[config.mk]
export PLATFORM = sky130hd
export DESIGN_NAME = tdm_mux_8to1
export DESIGN_NICKNAME = d
export VERILOG_FILES = /design/src/rtl/tdm_mux_8to1.sv
export SDC_FILE = /design/constraint.sdc
export NUM_CORES = 1
export LEC_CHECK = 0
export ABC_CLOCK_PERIOD_IN_PS = 9670
export BUFFER_PORTS_ARGS = -buffer_cell sky130_fd_sc_hd__buf_2
export CORE_MARGIN = 8
export CORE_UTILIZATION = 30
export DETAILED_ROUTE_END_ITERATION = 16
export SYNTH_ARGS = -nofsm -noshare
export SYNTH_HDL_FRONTEND = slang
export SYNTH_SLANG_ARGS = --single-unit
[constraint.sdc]
create_clock -name clk -period 9.67 [get_ports clk]
set_input_delay 1.4505 -clock clk [delete_from_list [all_inputs] [get_ports clk]]
set_output_delay 1.4505 -clock clk [all_outputs]
set_load 0.1 [all_outputs]
[src/rtl/tdm_mux_8to1.sv]
// Eight-lane round-robin multiplexer onto one registered valid/ready stream.
// Each output beat carries a 3-bit channel code for the far-end demultiplexer.
module tdm_mux_8to1 #(
  parameter int unsigned DATA_W = 8
) (
  input  logic                  clk,
  input  logic                  rst,
  input  logic [7:0]            ch_en,
  input  logic [8*DATA_W-1:0]   ip_data,
  input  logic [7:0]            ip_valid,
  output logic [7:0]            ip_ready,
  output logic [DATA_W-1:0]     op_data,
  output logic [2:0]            op_s,
  output logic                  op_valid,
  input  logic                  op_ready
);

  logic [DATA_W-1:0] op_data_q, op_data_d;
  logic [2:0]        op_s_q, op_s_d;
  logic              op_valid_q, op_valid_d;
  logic [2:0]        ptr_q, ptr_d;

  logic [7:0] req;
  logic       load;
  logic       found;
  logic [2:0] grant_idx;
  logic [2:0] cand;
  logic       xfer;

  assign req  = ip_valid & ch_en;
  assign load = ~op_valid_q | op_ready;

  // Search starts at ptr_q; 3-bit index arithmetic provides the 7->0 wrap.
  always_comb begin
    found     = 1'b0;
    grant_idx = 3'd0;
    cand      = 3'd0;
    for (int k = 0; k < 8; k++) begin
      cand = ptr_q + 3'(k);
      if (!found && req[cand]) begin
        found     = 1'b1;
        grant_idx = cand;
      end
    end
  end

  // No channel is acked while reset is asserted.
  assign xfer     = load & found & ~rst;
  assign ip_ready = xfer ? (8'b1 << grant_idx) : 8'b0;

  always_comb begin
    op_data_d  = op_data_q;
    op_s_d     = op_s_q;
    op_valid_d = op_valid_q;
    ptr_d      = ptr_q;
    if (rst) begin
      op_data_d  = '0;
      op_s_d     = 3'd0;
      op_valid_d = 1'b0;
      ptr_d      = 3'd0;
    end else if (load) begin
      if (found) begin
        op_data_d  = ip_data[grant_idx*DATA_W +: DATA_W];
        op_s_d     = grant_idx;
        op_valid_d = 1'b1;
        ptr_d      = grant_idx + 3'd1;
      end else begin
        op_valid_d = 1'b0;
      end
    end
  end

  always_ff @(posedge clk) begin
    op_data_q  <= op_data_d;
    op_s_q     <= op_s_d;
    op_valid_q <= op_valid_d;
    ptr_q      <= ptr_d;
  end

  assign op_data  = op_data_q;
  assign op_s     = op_s_q;
  assign op_valid = op_valid_q;

endmodule
After elaboration in Yosys (flattened, before gate mapping)
Cells that the tools add are included.
- register bits after elaboration: 15
- bits in latches: 0
- bits in writable memories: 0
- bits in read-only memories: 0
- input port bits: 83
- output and inout bits: 20
- logic and storage cells: 77
- memories: 0
- $add $sub $neg: 8
- multipliers: 0
- div/mod/pow operators: 0
- magnitude comparators: 8
- equality and inequality tests: 0
- shifts and indexed selects: 2
- muxes and demuxes: 34
- bitwise logic cells: 6
- reduce and logical (&&, ||, !) cells: 15
- operators with widths (kind ; number):
    $shiftx 64x7->8 ; 1
    $lt 3x4->1 const B ; 8
    $bmux 1 s3 ; 8
    $mux 3 ; 8
    $mux 1 ; 17
    $add 3x3->3 const B ; 4
    $and 8x8->8 ; 1
    $mux 8 ; 1
    $shl 1x3->8 const A ; 1
    $logic_and 1x1->1 ; 7
    $logic_not 1->1 ; 7
    $add 3x1->3 const B ; 2
    $add 3x2->3 const B ; 2
    $and 1x1->1 ; 2
    $not 1->1 ; 2
    $reduce_and 2->1 ; 1
    $or 1x1->1 ; 1

Longest topological paths before layout
- depth after elaboration: 28
- depth in mapped cells: 16
- depth with buffers taken out: 12

Worst setup path before layout
No wires, ideal clock.
- path type: in2out
- start: input port ip_valid[7]
- end: output port ip_ready[7]
- data arrival time: 5919 ps
- required time: 8219 ps
- setup slack: 2300 ps
- stages on the path: 10
- path buffers: 1
- cells stage by stage: nand2_1 mux4_2 mux2i_2 a211oi_2 nor4_1 a211oi_4 buf_2 nor2_1 ha_1 nor3b_1
- word-level cells in the longest chain between the ends: 28
- elaborated cells between the ends (all ways): 51
- those cells by class: shift: 1; mux: 33; bitwise: 3; reduce/logical: 14
- RTL lines (item ; RTL line ; text):
    from (decl) ; 10 ; input logic [7:0] ip_valid,
    $and 8x8->8 * ; 30 ; assign req = ip_valid & ch_en;
    $bmux 1 s3 ; 40 ; if (!found && req[cand]) begin
    $mux 1 (not written as such) ; 40 ;
    $mux 1 ; 40 ;
    $logic_not 1->1 ; 40 ;
    $logic_and 1x1->1 ; 40 ;
    $mux 1 ; 40 ;
    $logic_not 1->1 ; 40 ;
    [... 11 more ...] ; n/a ;
    $logic_not 1->1 ; 40 ;
    $logic_and 1x1->1 ; 40 ;
    $mux 1 ; 40 ;
    $logic_not 1->1 ; 40 ;
    $logic_and 1x1->1 ; 40 ;
    $mux 1 ; 40 ;
    $and 1x1->1 (2 in series) ; 48 ; assign xfer = load & found & ~rst;
    $mux 8 * ; 49 ; assign ip_ready = xfer ? (8'b1 << grant_idx) : 8'b0;
    to (decl) ; 11 ; output logic [7:0] ip_ready,
Mark *: on every way between the ends. The rest lies on a longest branch, timed or not. The select of a mux whose other input is x is not followed.

Worst setup path after layout
- start: register ptr_q[1]
- end: output port ip_ready[4]
- word-level cells in the longest chain between the ends: 27
- elaborated cells between the ends (all ways): 57
- those cells by class: add/sub: 7; shift: 1; mux: 33; bitwise: 2; reduce/logical: 14
- RTL lines (item ; RTL line ; text):
    from (decl) ; 21 ; logic [2:0] ptr_q, ptr_d;
    from (signal assigned) ; 77 ; ptr_q <= ptr_d;
    parallel branches: the longest is 26 deep, another holds $add 3x1->3 ; n/a ;
    $mux 8 * ; 49 ;
Mark *: on every way between the ends. The select of a mux whose other input is x is not followed.

==> results.toml <==
[run_status]
status = "finished, final reports clean"

[setup_path]
path_max_fanout = 20
start_kind = "flip-flop"
required_ns = 8.22
cp_data_arrival_time_ns = 5.16
criticalPathCategory = "flip-flop to output pin"
crit_path_end_kind = "output pin"

[logic_synthesis]
post_synth.cell_area_avg_sq_um = 8.52
synth_cells = 286
synthAdderAreaFrac_pct = 1.54
ys_ff_latch = 15
synthMuxAreaShare_pct = 27.5
seq_area_frac_synth_pct = 12.3
ys.flop_type = "dfxtp_1"
synth.top_cell.area_share_pct = 14.0
synth_edf_count = 0
ys_types = 69
synth_compound_gate_area_share_pct = 25.5
yosys.area_share.simple_pct = 24.6
synth_xor_area_share_pct = 2.05
netlist_area_sq_mm = 0.00244
synth_top_family_by_area = "multiplexers"
synthTopCellsByArea = "mux2i_1 (14%), dfxtp_1 (12%), mux4_2 (11%)"
yosys_warnings = 0
synth_area_leader_cell = "mux2i_1"
syn-num-nets = 372
async_flop_share_pct = 0

[clock_network]
clk_latency_ns = 0.25
clk_pin_slew_worst_paths_ns = 0.07
max-clock-path-buffers = 2
ctsResizeCount = 0
cts_root_buffer = "clkbuf_8"
cts_tree = "yes"
cts.sinks = 15
ctsHoldBuffers = 0
cts_setup_buffers = 0
cts_buffers = 3
htree_levels = 1

[pwr]
power_density_mw_per_mm2 = 448
vdd_ir_drop_max_uv = 334
power.leakage_nw = 1.34

[die]
io_pins = 103
coreArea_sq_mm = 0.00805
start_util_pct = 30.3
die_h_um = 106
die_area_sq_mm = 0.0113
rows = 33
dieWidth_um = 106

[place]
port_buffers = 102
gp_congestion = 0.863
dp_hpwl_mm = 6.35
dp_cells = 474

[layout]
nFillCells = 843
layout-drive-gt1-share_pct = 38.3
mostFrequentLayoutCell = "buf_2"
diodes = 0
seqCellArea_sq_um = 300
area_delta_synth_final_pct = 24.1
fin_cells = 478
final_nets = 460
multi_input_area_sq_mm = 0.00199
postLayoutCoreUtil_pct = 37.5
final_cell_mix = "buf_2 (102), mux2i_1 (34), nand2_1 (23)"

[grt]
grt_max_degree = 43
grt_pass1_vias = 2594
grt-ovfl-total = 0
grt_use_total_pct = 13.4
grt_pass1_wl_mm = 12.7
antenna_found_initial = 0

[sta]
fin_crit_ns = 6.61
finalSetupTns_ns = 0
setup_viol = 0
rsz0062_at_grt = "false"
timing.fmax_mhz = 151
finClkSkew_ns = 0.00763
maxSlewHeadroom_pct = 33.3
finalHoldViolations = 0
maxSlewViolCount = 0
worstMarginPinSlew_ns = 1.00
timing.final.crit_share_pct = 68.4

[route]
num_vias = 2656
drc = 0
viasPerCell = 5.56
drt-pass1-iter-count = 4
routed_wl_mm = 7.93
postRouteAntennaNets = 0
routedWlPerCell_um = 16.6
drt_iter0_drc = 254

[job]
drv_cap = 0

[worst_hold_path]
hp-class = "flip-flop to flip-flop"
synth_stat cells, types with 3 or more instances:
| library cell | number |
|---|---|
| dfxtp_1 | 15 |
| o311ai_0 | 5 |
| o21a_1 | 8 |
| buf_6 | 4 |
| a21oi_1 | 5 |
| o221ai_2 | 3 |
| nand2b_1 | 3 |
| mux2_2 | 4 |
| ha_1 | 3 |
| buf_2 | 9 |
| o21ai_0 | 9 |
| o211ai_1 | 3 |
| and2_1 | 4 |
| nor3_1 | 21 |
| nand2_1 | 23 |
| or3_1 | 4 |
| mux4_2 | 12 |
| inv_1 | 6 |
| nor2_1 | 22 |
| nand3_1 | 13 |
| a22o_1 | 5 |
| clkbuf_1 | 5 |
| nand4_1 | 3 |
| a211o_1 | 3 |
| o31ai_1 | 6 |
| mux2i_1 | 34 |
stage by stage:
stage | area [sq um] | power (W) | setup slack [ns] | hold slack, ns
finish | 3020 | 0.00136 | 3.06 | 0.477
global placement | 2980 | 0.00130 | 3.31 | 0.445
detailed placement | 2980 | 0.00131 | 3.36 | 0.462
global route | 3020 | 0.00146 | 2.71 | 0.504
CTS | 3020 | 0.00137 | 3.07 | 0.481
floorplan | 2440 | 0.00114 | 2.30 | 0.762
where the power goes:
part	switching, W	internal, W	total [W]
combinational	0.000757	0.000437	0.00119
sequential	0.0000244	0.0000866	0.000111
clock	0.0000225	0.0000285	0.0000510
registers in the layout (all words and copies together), names as in the netlist:
name      count
op_data       8
op_s          3
ptr_q         3
op_valid      1
worst paths after layout:
kind / start / to / slack, ns / depth (start not counted)
setup / recovery: ptr_q[1] / ip_ready[4] / 3.06 / 12
hold / removal: op_data[1] / op_data[1] / 0.48 / 2
setup reg to reg: ptr_q[1] / ptr_q[2] / 4.86 / 11
hold reg to reg: op_data[1] / op_data[1] / 0.48 / 2
per-layer routing:
layer | part of all wire [%] | vias up | routed length, um | track usage, %
li1 | - | 1291 | - | -
met1 | 42 | 1246 | 3340 | 17.7
met2 | 50 | 111 | 3930 | 22.2
met3 | 7.4 | 8 | 584 | 2.42
met4 | 0.98 | 0 | 78 | 3.12
met5 | 0 | - | 0 | 0
critical path: stages, from the launching register on:
cell       delay (ns)
dfxtp_1          0.76
inv_1            0.30
ha_1             0.74
inv_1            0.24
mux4_2           0.38
or2_1            0.24
mux4_2           0.47
o22a_1           0.20
o2bb2ai_2        0.25
nor3b_2          0.61
nand2_1          0.16
nor2_1           0.13
buf_2            0.43
area by class of cell:
cell class / instances / share of cell area, %
multi-input combinational: 242 / 65.7
timing repair buffer: 105 / 17.6
sequential: 15 / 9.93
tap: 105 / 4.35
clock buffer: 3 / 1.37
inverter: 7 / 0.869
clock inverter: 1 / 0.166
kinds of logic after synthesis:
| kind of cell | count (synthesis) |
|---|---|
| compound gates | 72 |
| xor+xnor | 4 |
| fa+ha+maj | 3 |
| buf+inv | 29 |
| flops | 15 |
| mux | 51 |
| simple gates | 112 |
Power figures use the tool's default switching activity.
